<file path="config.mk">
export PLATFORM = sky130hd
export DESIGN_NAME = apb_req_arbiter
export DESIGN_NICKNAME = d
export VERILOG_FILES = /design/src/rtl/apb_req_arbiter.sv
export SDC_FILE = /design/constraint.sdc
export NUM_CORES = 1
export LEC_CHECK = 0
export ABC_AREA = 1
export BUFFER_PORTS_ARGS = -buffer_cell sky130_fd_sc_hd__buf_2
export CAP_MARGIN = 25
export CORE_MARGIN = 8
export CORE_UTILIZATION = 35
export CTS_CLUSTER_SIZE = 25
export DETAILED_ROUTE_END_ITERATION = 12
export PLACE_DENSITY = 0.68
export SLEW_MARGIN = 10
export SYNTH_ARGS = -nofsm -noshare
export SYNTH_HDL_FRONTEND = slang
export SYNTH_SLANG_ARGS = --single-unit
export TNS_END_PERCENT = 1
</file>
<file path="constraint.sdc">
create_clock -name pclk -period 3.54 [get_ports pclk]
set_input_delay 0.708 -clock pclk [delete_from_list [all_inputs] [get_ports pclk]]
set_output_delay 0.708 -clock pclk [all_outputs]
set_load 0.05 [all_outputs]
</file>
<file path="src/rtl/apb_req_arbiter.sv">
// apb_req_arbiter: round-robin multi-requester APB master with pready timeout
module apb_req_arbiter #(
   parameter int NUM_REQ = 2,
   parameter int ADDR_W  = 32,
   parameter int DATA_W  = 32,
   parameter int TIMEOUT = 16
) (
   input  logic                      pclk,
   input  logic                      preset,
   input  logic [NUM_REQ-1:0]        req,
   input  logic [NUM_REQ-1:0]        req_write,
   input  logic [NUM_REQ*ADDR_W-1:0] req_addr,
   input  logic [NUM_REQ*DATA_W-1:0] req_wdata,
   output logic [NUM_REQ-1:0]        done,
   output logic [DATA_W-1:0]         rsp_rdata,
   output logic                      rsp_err,
   output logic                      psel,
   output logic                      penable,
   output logic                      pwrite,
   output logic [ADDR_W-1:0]         paddr,
   output logic [DATA_W-1:0]         pwdata,
   input  logic [DATA_W-1:0]         prdata,
   input  logic                      pready,
   input  logic                      pslverr
);
   localparam int IW = $clog2(NUM_REQ);
   localparam int PW = IW + 1;
   localparam int CW = $clog2(TIMEOUT + 1);
   typedef enum logic [1:0] {IDLE, SETUP, ACCESS, DONE} state_t;
   state_t              state_q, state_d;
   logic [IW-1:0]       ptr_q, ptr_d, gnt_q, gnt_d, sel;
   logic [PW-1:0]       idx;
   logic                found;
   logic [CW-1:0]       cnt_q, cnt_d;
   logic                psel_q, psel_d, penable_q, penable_d, pwrite_q, pwrite_d;
   logic [ADDR_W-1:0]   paddr_q, paddr_d;
   logic [DATA_W-1:0]   pwdata_q, pwdata_d, rdata_q, rdata_d;
   logic [NUM_REQ-1:0]  done_q, done_d;
   logic                err_q, err_d;
   // Pick the first requesting index at or above the pointer, wrapping; lowest offset wins
   always_comb begin
      found = 1'b0;
      sel   = ptr_q;
      idx   = '0;
      for (int i = NUM_REQ - 1; i >= 0; i--) begin
         idx = PW'(ptr_q) + PW'(i);
         if (idx >= PW'(NUM_REQ)) idx = idx - PW'(NUM_REQ);
         if (req[idx[IW-1:0]]) begin
            found = 1'b1;
            sel   = idx[IW-1:0];
         end
      end
   end
   // Next-state and registered-output logic; response fields are one-cycle pulses
   always_comb begin
      state_d   = state_q;
      ptr_d     = ptr_q;
      gnt_d     = gnt_q;
      cnt_d     = cnt_q;
      psel_d    = psel_q;
      penable_d = penable_q;
      pwrite_d  = pwrite_q;
      paddr_d   = paddr_q;
      pwdata_d  = pwdata_q;
      done_d    = '0;
      rdata_d   = '0;
      err_d     = 1'b0;
      case (state_q)
         IDLE: if (found) begin
            gnt_d     = sel;
            pwrite_d  = req_write[sel];
            paddr_d   = req_addr[sel*ADDR_W +: ADDR_W];
            pwdata_d  = req_wdata[sel*DATA_W +: DATA_W];
            psel_d    = 1'b1;
            penable_d = 1'b0;
            state_d   = SETUP;
         end
         SETUP: begin
            penable_d = 1'b1;
            state_d   = ACCESS;
         end
         ACCESS: if (pready) begin
            rdata_d       = pwrite_q ? '0 : prdata;
            err_d         = pslverr;
            psel_d        = 1'b0;
            penable_d     = 1'b0;
            done_d[gnt_q] = 1'b1;
            state_d       = DONE;
         end else begin
            cnt_d = cnt_q + 1'b1;
            if (cnt_d == CW'(TIMEOUT)) begin
               psel_d        = 1'b0;
               penable_d     = 1'b0;
               err_d         = 1'b1;
               done_d[gnt_q] = 1'b1;
               state_d       = DONE;
            end
         end
         DONE: begin
            ptr_d   = (gnt_q == IW'(NUM_REQ - 1)) ? '0 : gnt_q + 1'b1;
            cnt_d   = '0;
            state_d = IDLE;
         end
         default: state_d = IDLE;
      endcase
   end
   // State and output registers; reset drops the bus and any in-flight transfer
   always_ff @(posedge pclk or posedge preset) begin
      if (preset) begin
         state_q   <= IDLE;
         ptr_q     <= '0;
         gnt_q     <= '0;
         cnt_q     <= '0;
         psel_q    <= 1'b0;
         penable_q <= 1'b0;
         pwrite_q  <= 1'b0;
         paddr_q   <= '0;
         pwdata_q  <= '0;
         done_q    <= '0;
         rdata_q   <= '0;
         err_q     <= 1'b0;
      end else begin
         state_q   <= state_d;
         ptr_q     <= ptr_d;
         gnt_q     <= gnt_d;
         cnt_q     <= cnt_d;
         psel_q    <= psel_d;
         penable_q <= penable_d;
         pwrite_q  <= pwrite_d;
         paddr_q   <= paddr_d;
         pwdata_q  <= pwdata_d;
         done_q    <= done_d;
         rdata_q   <= rdata_d;
         err_q     <= err_d;
      end
   end
   assign done      = done_q;
   assign rsp_rdata = rdata_q;
   assign rsp_err   = err_q;
   assign psel      = psel_q;
   assign penable   = penable_q;
   assign pwrite    = pwrite_q;
   assign paddr     = paddr_q;
   assign pwdata    = pwdata_q;
endmodule

</file>
# After elaboration in Yosys (flattened, before gate mapping)
# Cells that the tools add are included.
# classes
muxes	36
div	0
n_bitwise	0
eq_ne	7
n_shift	2
n_mul	0
reduce_logical	10
add_sub_neg	5
order_cmp	7
# op_table
operator	n
$shiftx A64 B7 Y32	2
$mux W32	3
$mux W1	21
$mux W2	6
$pmux W5 S2	1
$lt A1 B2 Y1 const B	4
$pmux W2 S4	1
$reduce_and A2 Y1	3
$reduce_and A3 Y1	2
$add A5 B1 Y5 const B	1
$eq A5 B5 Y1 const B	1
$mux W5	1
$eq A2 B2 Y1 const B	2
$ne A2 B2 Y1 const B	2
$reduce_bool A2 Y1	2
$ne A3 B3 Y1 const B	1
$pmux W1 S3	1
$reduce_bool A3 Y1	1
$add A1 B1 Y2 const B	1
$eq A2 B1 Y1 const B	1
$ge A1 B2 Y1 const B	1
$ge A2 B2 Y1 const B	1
$logic_not A2 Y1	1
$pmux W1 S2	1
other kinds (5)	6
# word_totals
ram_bits	0
memories	0
register_bits	111
inputBits	168
latch_bits	0
output_inout_bits	102
mem_bits_ro	0

# Depth between registers and ports, before layout
# Gate-level depths: netlist (run 1).
# logic_depth
depth_word	9
ltp_mapped	10
mapped_depth_nobuf	10

# Worst setup path after synthesis (run 1)
# Ideal clock, no wire load.
# synth_timing
path_kind	input -> register
startpoint	input req[1]
endpoint	register pwdata_q[0], in the netlist pwdata[0]
setup_slack_ns	2.027
required_ns	3.413
arrival_ns	1.385
path_stages	5
setup_ns	0.127
path_cell_list	inv_1 -> a21oi_2 -> buf_4 -> buf_2 -> a31oi_1
# synth_via
elab_chain_len	5
word_cells_on_any_way	10
# synth_lines
element	line	text
start: declaration	10	input logic [NUM_REQ-1:0] req,
$mux W1 (not written as such) (2 in series)	48	if (req[idx[IW-1:0]]) begin
$mux W1 (2 in series)	48	
$shiftx A64 B7 Y32 or $reduce_and A2 Y1 (tied branches)	n/a	
end signal: assignment	131	pwdata_q <= pwdata_d;
end: declaration	37	logic [DATA_W-1:0] pwdata_q, pwdata_d, rdata_q, rdata_d;
# Parallel ways exist; a longest one is shown, timed or not. The select of a mux whose other input is x is not followed.
# A chain may end at the register's enable or synchronous reset.

# Worst setup path in the final report (run 1)
# layout_timing
startpoint	register state_q[1]
endpoint	register pwdata_q[29], in the netlist pwdata[29]
# layout_via
elab_chain_len	2
# layout_lines
element	line	text
start: declaration	30	state_t state_q, state_d;
start signal: assignment	123	state_q <= state_d;
$logic_not A2 Y1	68	case (state_q)
$reduce_and A2 Y1 (no line)	n/a	
# Every way passes these cells.

==> results of run 1 <==
-- logic make-up after synthesis --
logic type / after synthesis / synth area share (%)
AOI/OAI and AO/OA: 77 / 9.75
DFF: 111 / 57.0
muxes: 1 / 0.205
and+or+nand+nor: 274 / 23.1
buffers and inverters: 91 / 8.21
adders and majority gates: 7 / 1.80
-- power breakdown --
group | internal (W) | leakage, nW | switching [W]
logic | 0.000847 | 2.14 | 0.00262
registers | 0.00174 | 1.35 | 0.000242
clock network | 0.000589 | 0.152 | 0.000467
-- per-stage QoR --
step,std cells,utilization (%),power [W]
2_1_floorplan,561,-,0.00461
3_3_place_gp,981,46.4,0.00545
3_5_place_dp,982,46.5,0.00551
4_1_cts,997,48.7,0.00657
5_1_grt,998,48.9,0.00691
6_report,998,48.9,0.00651
-- cells in the final DEF, fill, tap and decap left out --
cell,Yosys,layout
a21oi_1,4,4
a21oi_4,0,1
a31oi_1,64,64
buf_12,0,3
buf_2,26,269
buf_4,3,7
buf_8,0,1
bufinv_16,0,1
clkbuf_16,0,9
clkbuf_8,0,2
clkinv_2,0,1
clkinvlp_4,0,1
dfrtp_1,111,111
ha_1,7,7
inv_1,52,51
inv_2,1,1
inv_6,0,2
mux2i_1,1,1
nand2_1,95,93
nand2_2,0,2
nand3_1,71,71
nand4_1,2,2
nor2_1,105,105
o21ai_0,5,5
o21ai_4,0,1
o22ai_1,2,2
or2_2,1,1
-- state kept, by name, indices dropped and copies added, names as in the netlist --
signal,flops
paddr,32
pwdata,32
rsp_rdata,32
cnt_q,5
done,2
state_q,2
gnt_q,1
penable,1
psel,1
ptr_q,1
pwrite,1
rsp_err,1
-- worst max-delay path by stage --
stage                from             to  slack, ps  cells past startpoint
5_1_grt        state_q[1]     pwdata[25]       1310                      7
4_1_cts        state_q[0]  rsp_rdata[22]       1480                      6
3_5_place_dp       req[0]     pwdata[26]       1330                      6
6_report       state_q[1]     pwdata[29]       1510                      7
2_1_floorplan      preset       cnt_q[0]       1490                      1
3_3_place_gp       req[1]       paddr[9]       1080                      7
-- area by class of cell --
type	instances	area (um^2)	area share, %
Clock buffer	11	253	3.77
Multi-Input combinational cell	359	1720	25.6
Inverter	53	203	3.02
Sequential cell	111	2780	41.4
Clock inverter	4	52.6	0.784
Tap cell	180	225	3.36
Timing Repair Buffer	280	1470	22.0
-- layer usage --
layer	track usage (%)	vias up	wire, um
met1	20.2	2105	6660
met5	0	-	0
met3	5.91	17	1560
met4	6.43	0	266
li1	-	2334	-
met2	28.7	239	7420
-- critical path, stage by stage (launching register included) --
cell	delay (ps)
dfrtp_1	420
inv_1	110
ha_1	170
inv_1	90
a21oi_4	550
buf_12	350
nor2_1	70
a31oi_1	150
==> results.cfg, run 1 <==
[setup_path]
reg2reg_slack_ps = 1510
path_class = register to register
worstSetupStartpointType = register
worstPathArrival_ps = 2290
crit_fanout = 72
r2r_start = state_q[1]
rr_endpoint = pwdata[29]
r2r_cells = 7
worstPathRequired_ps = 3800
endpoint_kind = register

[synthesis]
ys_seq_area_share_pct = 57.0
yosysMostFrequentCell = dfrtp_1
synth.ff_latch_count = 111
synth_top_cell_by_area = dfrtp_1
synthArstFlopShare_pct = 100
synthTopCellsByCount = dfrtp_1 (111), nor2_1 (105), nand2_1 (95)
ys_top_cells_by_area = dfrtp_1 (57%), a31oi_1 (8.2%), nor2_1 (8.1%)
syn_area_mm2 = 0.00488
syn_avg_cell_area_um2 = 8.69
synth_warnings = 0
synthCells = 561
synth_cell_types = 20
synth_ff_type = dfrtp_1
synth_top_area_share_pct = 57.0
synth_edf_count = 0
syn_nets = 736

[routing]
avgRoutedWirePerCell_um = 15.9
vias = 4695
ant_nets = 0
drtIter0Drc = 231
dr.pass1.iters = 5
vias_per_cell = 4.70
finalWirelength_mm = 15.9
drc_errors = 0

[floorplan]
rows = 43
die_x_um = 134
dieArea_mm2 = 0.0180
fp.dieH_um = 134
pin_count = 270
core_area_mm2 = 0.0137
start_util_pct = 35.5

[placement]
gp_congestion = 0.807
place.port_buffers = 269
place_ws_ps = 1330
placed_cell_area_mm2 = 0.00638
dp_hpwl_mm = 12.0

[finish]
final_area_mm2 = 0.00670
antenna_cells = 0
final_nets = 989
final_layout_size_suffix_gt1_share_pct = 36.9
syn2layout_area_growth_pct = 37.5
n_fill_cell = 1358

[timing]
fin_crit_sh_pct = 57.5
worst_slack_ps = 1510
layout_min_cycle_time_ps = 2030
fin_skew_ps = 5.75
setup_viol = 0
hold_viol = 0
timing.fmax_mhz = 492
drv_slew = 0
rsz0062_at_grt = false
whs_ps = 451
worst_pin_slew_ps = 727
slew_headroom_pct = 51.5
finalSetupTns_ps = 0

[cts]
htree_num_levels = 3
cts_tree = built
cts_made_buffers = 9
insertion_delay_ps = 340
cts.clk_slew.worst_paths_ps = 70
cts_num_sinks = 111
clk_path_buf_depth = 2
clockRootBuffer = clkbuf_16
cts_setup_buffers = 0
ctsResizeCount = 0
postCtsHoldBufs = 0

[grt]
overflow = 0
antenna_found_initial = 0
grt_pass1_wl_mm = 24.8
gr-usage-all-layers_pct = 17.2
grt_pass1_vias = 4865
grt_max_degree = 73

[hold_path]
hold_class = primary input to asynchronous set/reset pin

[pwr]
p_leak_nw = 3.64
ir_worst_vdd_uv = 450
power_density_mw_per_mm2 = 971

[job]
drv_cap = 0

[outcome]
status = completed
Power figures use the tool's default switching activity.
==> run 2: changes to the inputs <==
==> constraint.sdc (replaced) <==
create_clock -name pclk -period 1.8 [get_ports pclk]
set_input_delay 0.36 -clock pclk [delete_from_list [all_inputs] [get_ports pclk]]
set_output_delay 0.36 -clock pclk [all_outputs]
set_load 0.05 [all_outputs]
==> results.cfg, run 2 (synthesis gave the netlist of run 1 again) <==
[timing]
fin_crit_sh_pct = 89.1
layout_min_cycle_time_ps = 1600
fin_skew_ps = 8.93
timing.fmax_mhz = 624
drv_slew = 0
finalSetupTns_ps = 0
rsz0062_at_grt = false
worst_pin_slew_ps = 405
setup_viol = 0
slew_headroom_pct = 73.0
hold_viol = 0

[grt]
grt_max_degree = 66
overflow = 0
grt_pass1_vias = 4828
gr-usage-all-layers_pct = 17.5
antenna_found_initial = 0
grt_pass1_wl_mm = 25.2

[floorplan]
rows = 43
core_area_mm2 = 0.0137
fp.dieH_um = 134
dieArea_mm2 = 0.0180
start_util_pct = 35.5
pin_count = 270
die_x_um = 134

[cts]
cts_tree = built
cts_made_buffers = 9
clk_path_buf_depth = 2
cts.clk_slew.worst_paths_ps = 70
cts_num_sinks = 111
htree_num_levels = 3
insertion_delay_ps = 350
clockRootBuffer = clkbuf_16

[routing]
drtIter0Drc = 253
avgRoutedWirePerCell_um = 16.1
finalWirelength_mm = 16.2
ant_nets = 0
vias_per_cell = 4.75
dr.pass1.iters = 6
vias = 4777
drc_errors = 0

[setup_path]
crit_buf_inv = 4
worstPathRequired_ps = 2060
crit_chain = inv_1 > ha_1 > inv_1 > a21oi_4 > buf_12 > buf_12 > nor2_1 > a31oi_1
endpoint_kind = register
worstPathArrival_ps = 1860
crit_path_top_delay_cell = dfrtp_1
worstSetupStartpointType = register
crit_fanout = 20
path_class = register to register
cp_top_family = buffers and inverters
worst_path_largest_cell_delay_ps = 410

[finish]
layout_commonest_cell = buf_2
final_cell_mix = buf_2 (269), dfrtp_1 (111), nor2_1 (105)
antenna_cells = 0
n_fill_cell = 1341
final_area_mm2 = 0.00686
syn2layout_area_growth_pct = 40.6
final_nets = 996
final_layout_size_suffix_gt1_share_pct = 37.3
fin_util_pct = 50.0

[placement]
dp_hpwl_mm = 12.2
gp_congestion = 0.772
place.port_buffers = 269
placed_cell_area_mm2 = 0.00653

[job]
drv_cap = 0

[outcome]
status = completed

[pwr]
p_leak_nw = 3.70
ir_worst_vdd_uv = 817
power_density_mw_per_mm2 = 1910

[hold_path]
hold_class = primary input to asynchronous set/reset pin
[run 2: timing repair]
item / in CTS / in global routing
resized for setup: 0 / 0
setup buffers: 0 / 1
setup endpoints to repair: 0 / 1
endpoints found under the hold margin: 0 / 0
hold buffers: 0 / 0
[run 2: path summary, 6_finish.rpt]
| kind | start | end | slack [ps] | cells after the start |
|---|---|---|---|---|
| hold / removal | preset | paddr[12] | 100 | 3 |
| hold reg to reg | psel | psel | 490 | 2 |
| setup reg to reg | state_q[0] | pwdata[14] | 200 | 8 |
| setup / recovery | state_q[0] | pwdata[14] | 200 | 8 |
| min in group pclk | prdata[28] | rsp_rdata[28] | 220 | 3 |
| max in group asynchronous | preset | pwdata[1] | 1370 | 3 |
[run 2: worst min-delay path, stage by stage]
cell and delay [ps]:
buf_2 110, clkinvlp_4 100, buf_12 250
[run 2: where the power goes]
group / internal [W] / leakage [nW] / total [W] / switching, W
combinational: 0.00191 / 2.21 / 0.00715 / 0.00524
clock: 0.00112 / 0.142 / 0.00201 / 0.000891
sequential: 0.00342 / 1.35 / 0.00391 / 0.000492
[run 2: cell type report]
class,count,area [um^2],share of cell area (%)
Clock buffer,11,243,3.54
Clock inverter,4,55.1,0.803
Tap cell,180,225,3.28
Multi-Input combinational cell,359,1720,25.1
Timing Repair Buffer,287,1640,23.9
Sequential cell,111,2780,40.5
Inverter,53,203,2.96
[run 2: metal layers]
layer | vias to the layer above | GRT usage, % | share of wire (%)
li1 | 2349 | - | -
met3 | 19 | 5.65 | 9.6
met5 | - | 0 | 0
met4 | 0 | 6.86 | 2.0
met1 | 2186 | 21.0 | 42
met2 | 223 | 28.4 | 46
[run 2: metrics by stage]
step / hold slack, ps / setup slack [ps] / cells / total power (W)
2_1_floorplan: 441 / 96.5 / 561 / 0.00906
3_3_place_gp: 466 / 234 / 988 / 0.0110
3_5_place_dp: 474 / 162 / 988 / 0.0111
4_1_cts: 104 / 159 / 1003 / 0.0131
5_1_grt: 114 / 18.6 / 1005 / 0.0138
6_report: 95.2 / 197 / 1005 / 0.0131
==> run 3: changes to the inputs <==
--- a/config.mk
+++ b/config.mk
@@ -9,11 +9,10 @@
 export BUFFER_PORTS_ARGS = -buffer_cell sky130_fd_sc_hd__buf_2
 export CAP_MARGIN = 25
 export CORE_MARGIN = 8
-export CORE_UTILIZATION = 35
+export CORE_UTILIZATION = 30
 export CTS_CLUSTER_SIZE = 25
 export DETAILED_ROUTE_END_ITERATION = 12
-export PLACE_DENSITY = 0.68
-export SLEW_MARGIN = 10
+export SLEW_MARGIN = 5
 export SYNTH_ARGS = -nofsm -noshare
 export SYNTH_HDL_FRONTEND = slang
 export SYNTH_SLANG_ARGS = --single-unit
==> results.cfg, run 3 (synthesis gave the netlist of run 1 again) <==
[pwr]
p_leak_nw = 3.65
power_density_mw_per_mm2 = 1890
ir_worst_vdd_uv = 1220

[grt]
antenna_found_initial = 0
grt_max_degree = 112
gr-usage-all-layers_pct = 15.1
grt_pass1_wl_mm = 24.4
overflow = 0
grt_pass1_vias = 4529

[timing]
fin_skew_ps = 11.8
timing.fmax_mhz = 629
setup_viol = 0
worst_pin_slew_ps = 600
worst_slack_ps = 210
drv_slew = 0
rsz0062_at_grt = false
finalSetupTns_ps = 0
fin_crit_sh_pct = 88.3
layout_min_cycle_time_ps = 1590
slew_headroom_pct = 60.0
hold_viol = 0

[routing]
ant_nets = 0
drc_errors = 0
vias = 4638
dr.pass1.iters = 6
finalWirelength_mm = 15.8
avgRoutedWirePerCell_um = 15.2
vias_per_cell = 4.47
drtIter0Drc = 236

[placement]
place_ws_ps = 212
place.port_buffers = 269
gp_congestion = 0.765
dp_hpwl_mm = 11.9
placed_cell_area_mm2 = 0.00648
post-place-cells = 1022

[finish]
antenna_cells = 0
final_layout_size_suffix_gt1_share_pct = 37.2
final_area_mm2 = 0.00680
fin_util_pct = 42.8
layout_commonest_cell = buf_2
final_cell_mix = buf_2 (269), dfrtp_1 (111), nor2_1 (105)
final-instance-count-excl-fill = 1038
final_nets = 992
syn2layout_area_growth_pct = 39.4

[setup_path]
path_common_cell = inv_1
endpoint_kind = register
worstPathArrival_ps = 1850
crit_chain = inv_1 > ha_1 > inv_1 > a21oi_4 > buf_12 > nor2_1 > a31oi_1
cp_top_family = buffers and inverters
crit_buf_inv = 3
crit_path_top_delay_cell = dfrtp_1
path_class = register to register
r2r_cells = 7
crit_fanout = 74
worstSetupStartpointType = register
worstPathRequired_ps = 2060
worst_path_largest_cell_delay_ps = 420
critical_path_cell_count = 7

[floorplan]
rows = 46
start_util_pct = 30.7
dieArea_mm2 = 0.0206
core_area_mm2 = 0.0159
pin_count = 270
fp.dieH_um = 143
die_x_um = 143

[job]
drv_cap = 0

[hold_path]
hold_class = primary input to asynchronous set/reset pin

[cts]
cts_made_buffers = 9
clockRootBuffer = clkbuf_16
postCtsHoldBufs = 0
cts.clk_slew.worst_paths_ps = 80
ctsResizeCount = 0
htree_num_levels = 3
clk_path_buf_depth = 2
cts_num_sinks = 111
insertion_delay_ps = 350
cts_tree = built
cts_setup_buffers = 0

[outcome]
status = completed
run 3: cell types whose count changed in the layout (fill, tap and decap cells not counted):
cell        delta
clkinv_4       -1
buf_12         -6
clkbuf_16      -1
inv_8          +1
inv_6          +1
buf_4          +3
clkinvlp_4     +1
clkbuf_1       -1
run 3: final cells by class:
class                      instances  area, um^2
fill                            1594        9090
clock buffer                      10         239
inverter                          53         203
tap                              216         270
timing repair buffer             283        1510
multi-input combinational        359        1720
clock inverter                     6        73.8
sequential                       111        2780
run 3: per-layer routing:
metal  wire length [um]  up-vias  GRT usage [%]
li1                   -     2345              -
met1               6810     2096           19.0
met2               7290      185           24.1
met3               1520       12           4.78
met4                194        0           4.65
met5                  0        -              0
run 3: tightest hold or removal path: stages:
cell and delay [ps]:
buf_2 110, clkinvlp_4 70, buf_12 450
run 3: power by group:
group | switching, W | internal, W | total [W]
clock network | 0.000945 | 0.00114 | 0.00208
logic | 0.00517 | 0.00171 | 0.00688
registers | 0.000462 | 0.00342 | 0.00388
run 3: metrics by stage:
stage / total power, W / hold WS (ps)
finish: 0.0128 / 167
global route: 0.0137 / 196
CTS: 0.0130 / 189
detailed placement: 0.0109 / 465
global placement: 0.0108 / 460
floorplan: 0.00906 / 441
run 3: final timing paths:
path / to / from / slack, ps
max: pwdata[1] / state_q[0] / 210
min: paddr[19] / preset / 170
max reg2reg: pwdata[1] / state_q[0] / 210
min reg2reg: penable / penable / 480
max in group asynchronous: pwdata[9] / preset / 1160
min in group pclk: rsp_rdata[14] / prdata[14] / 210
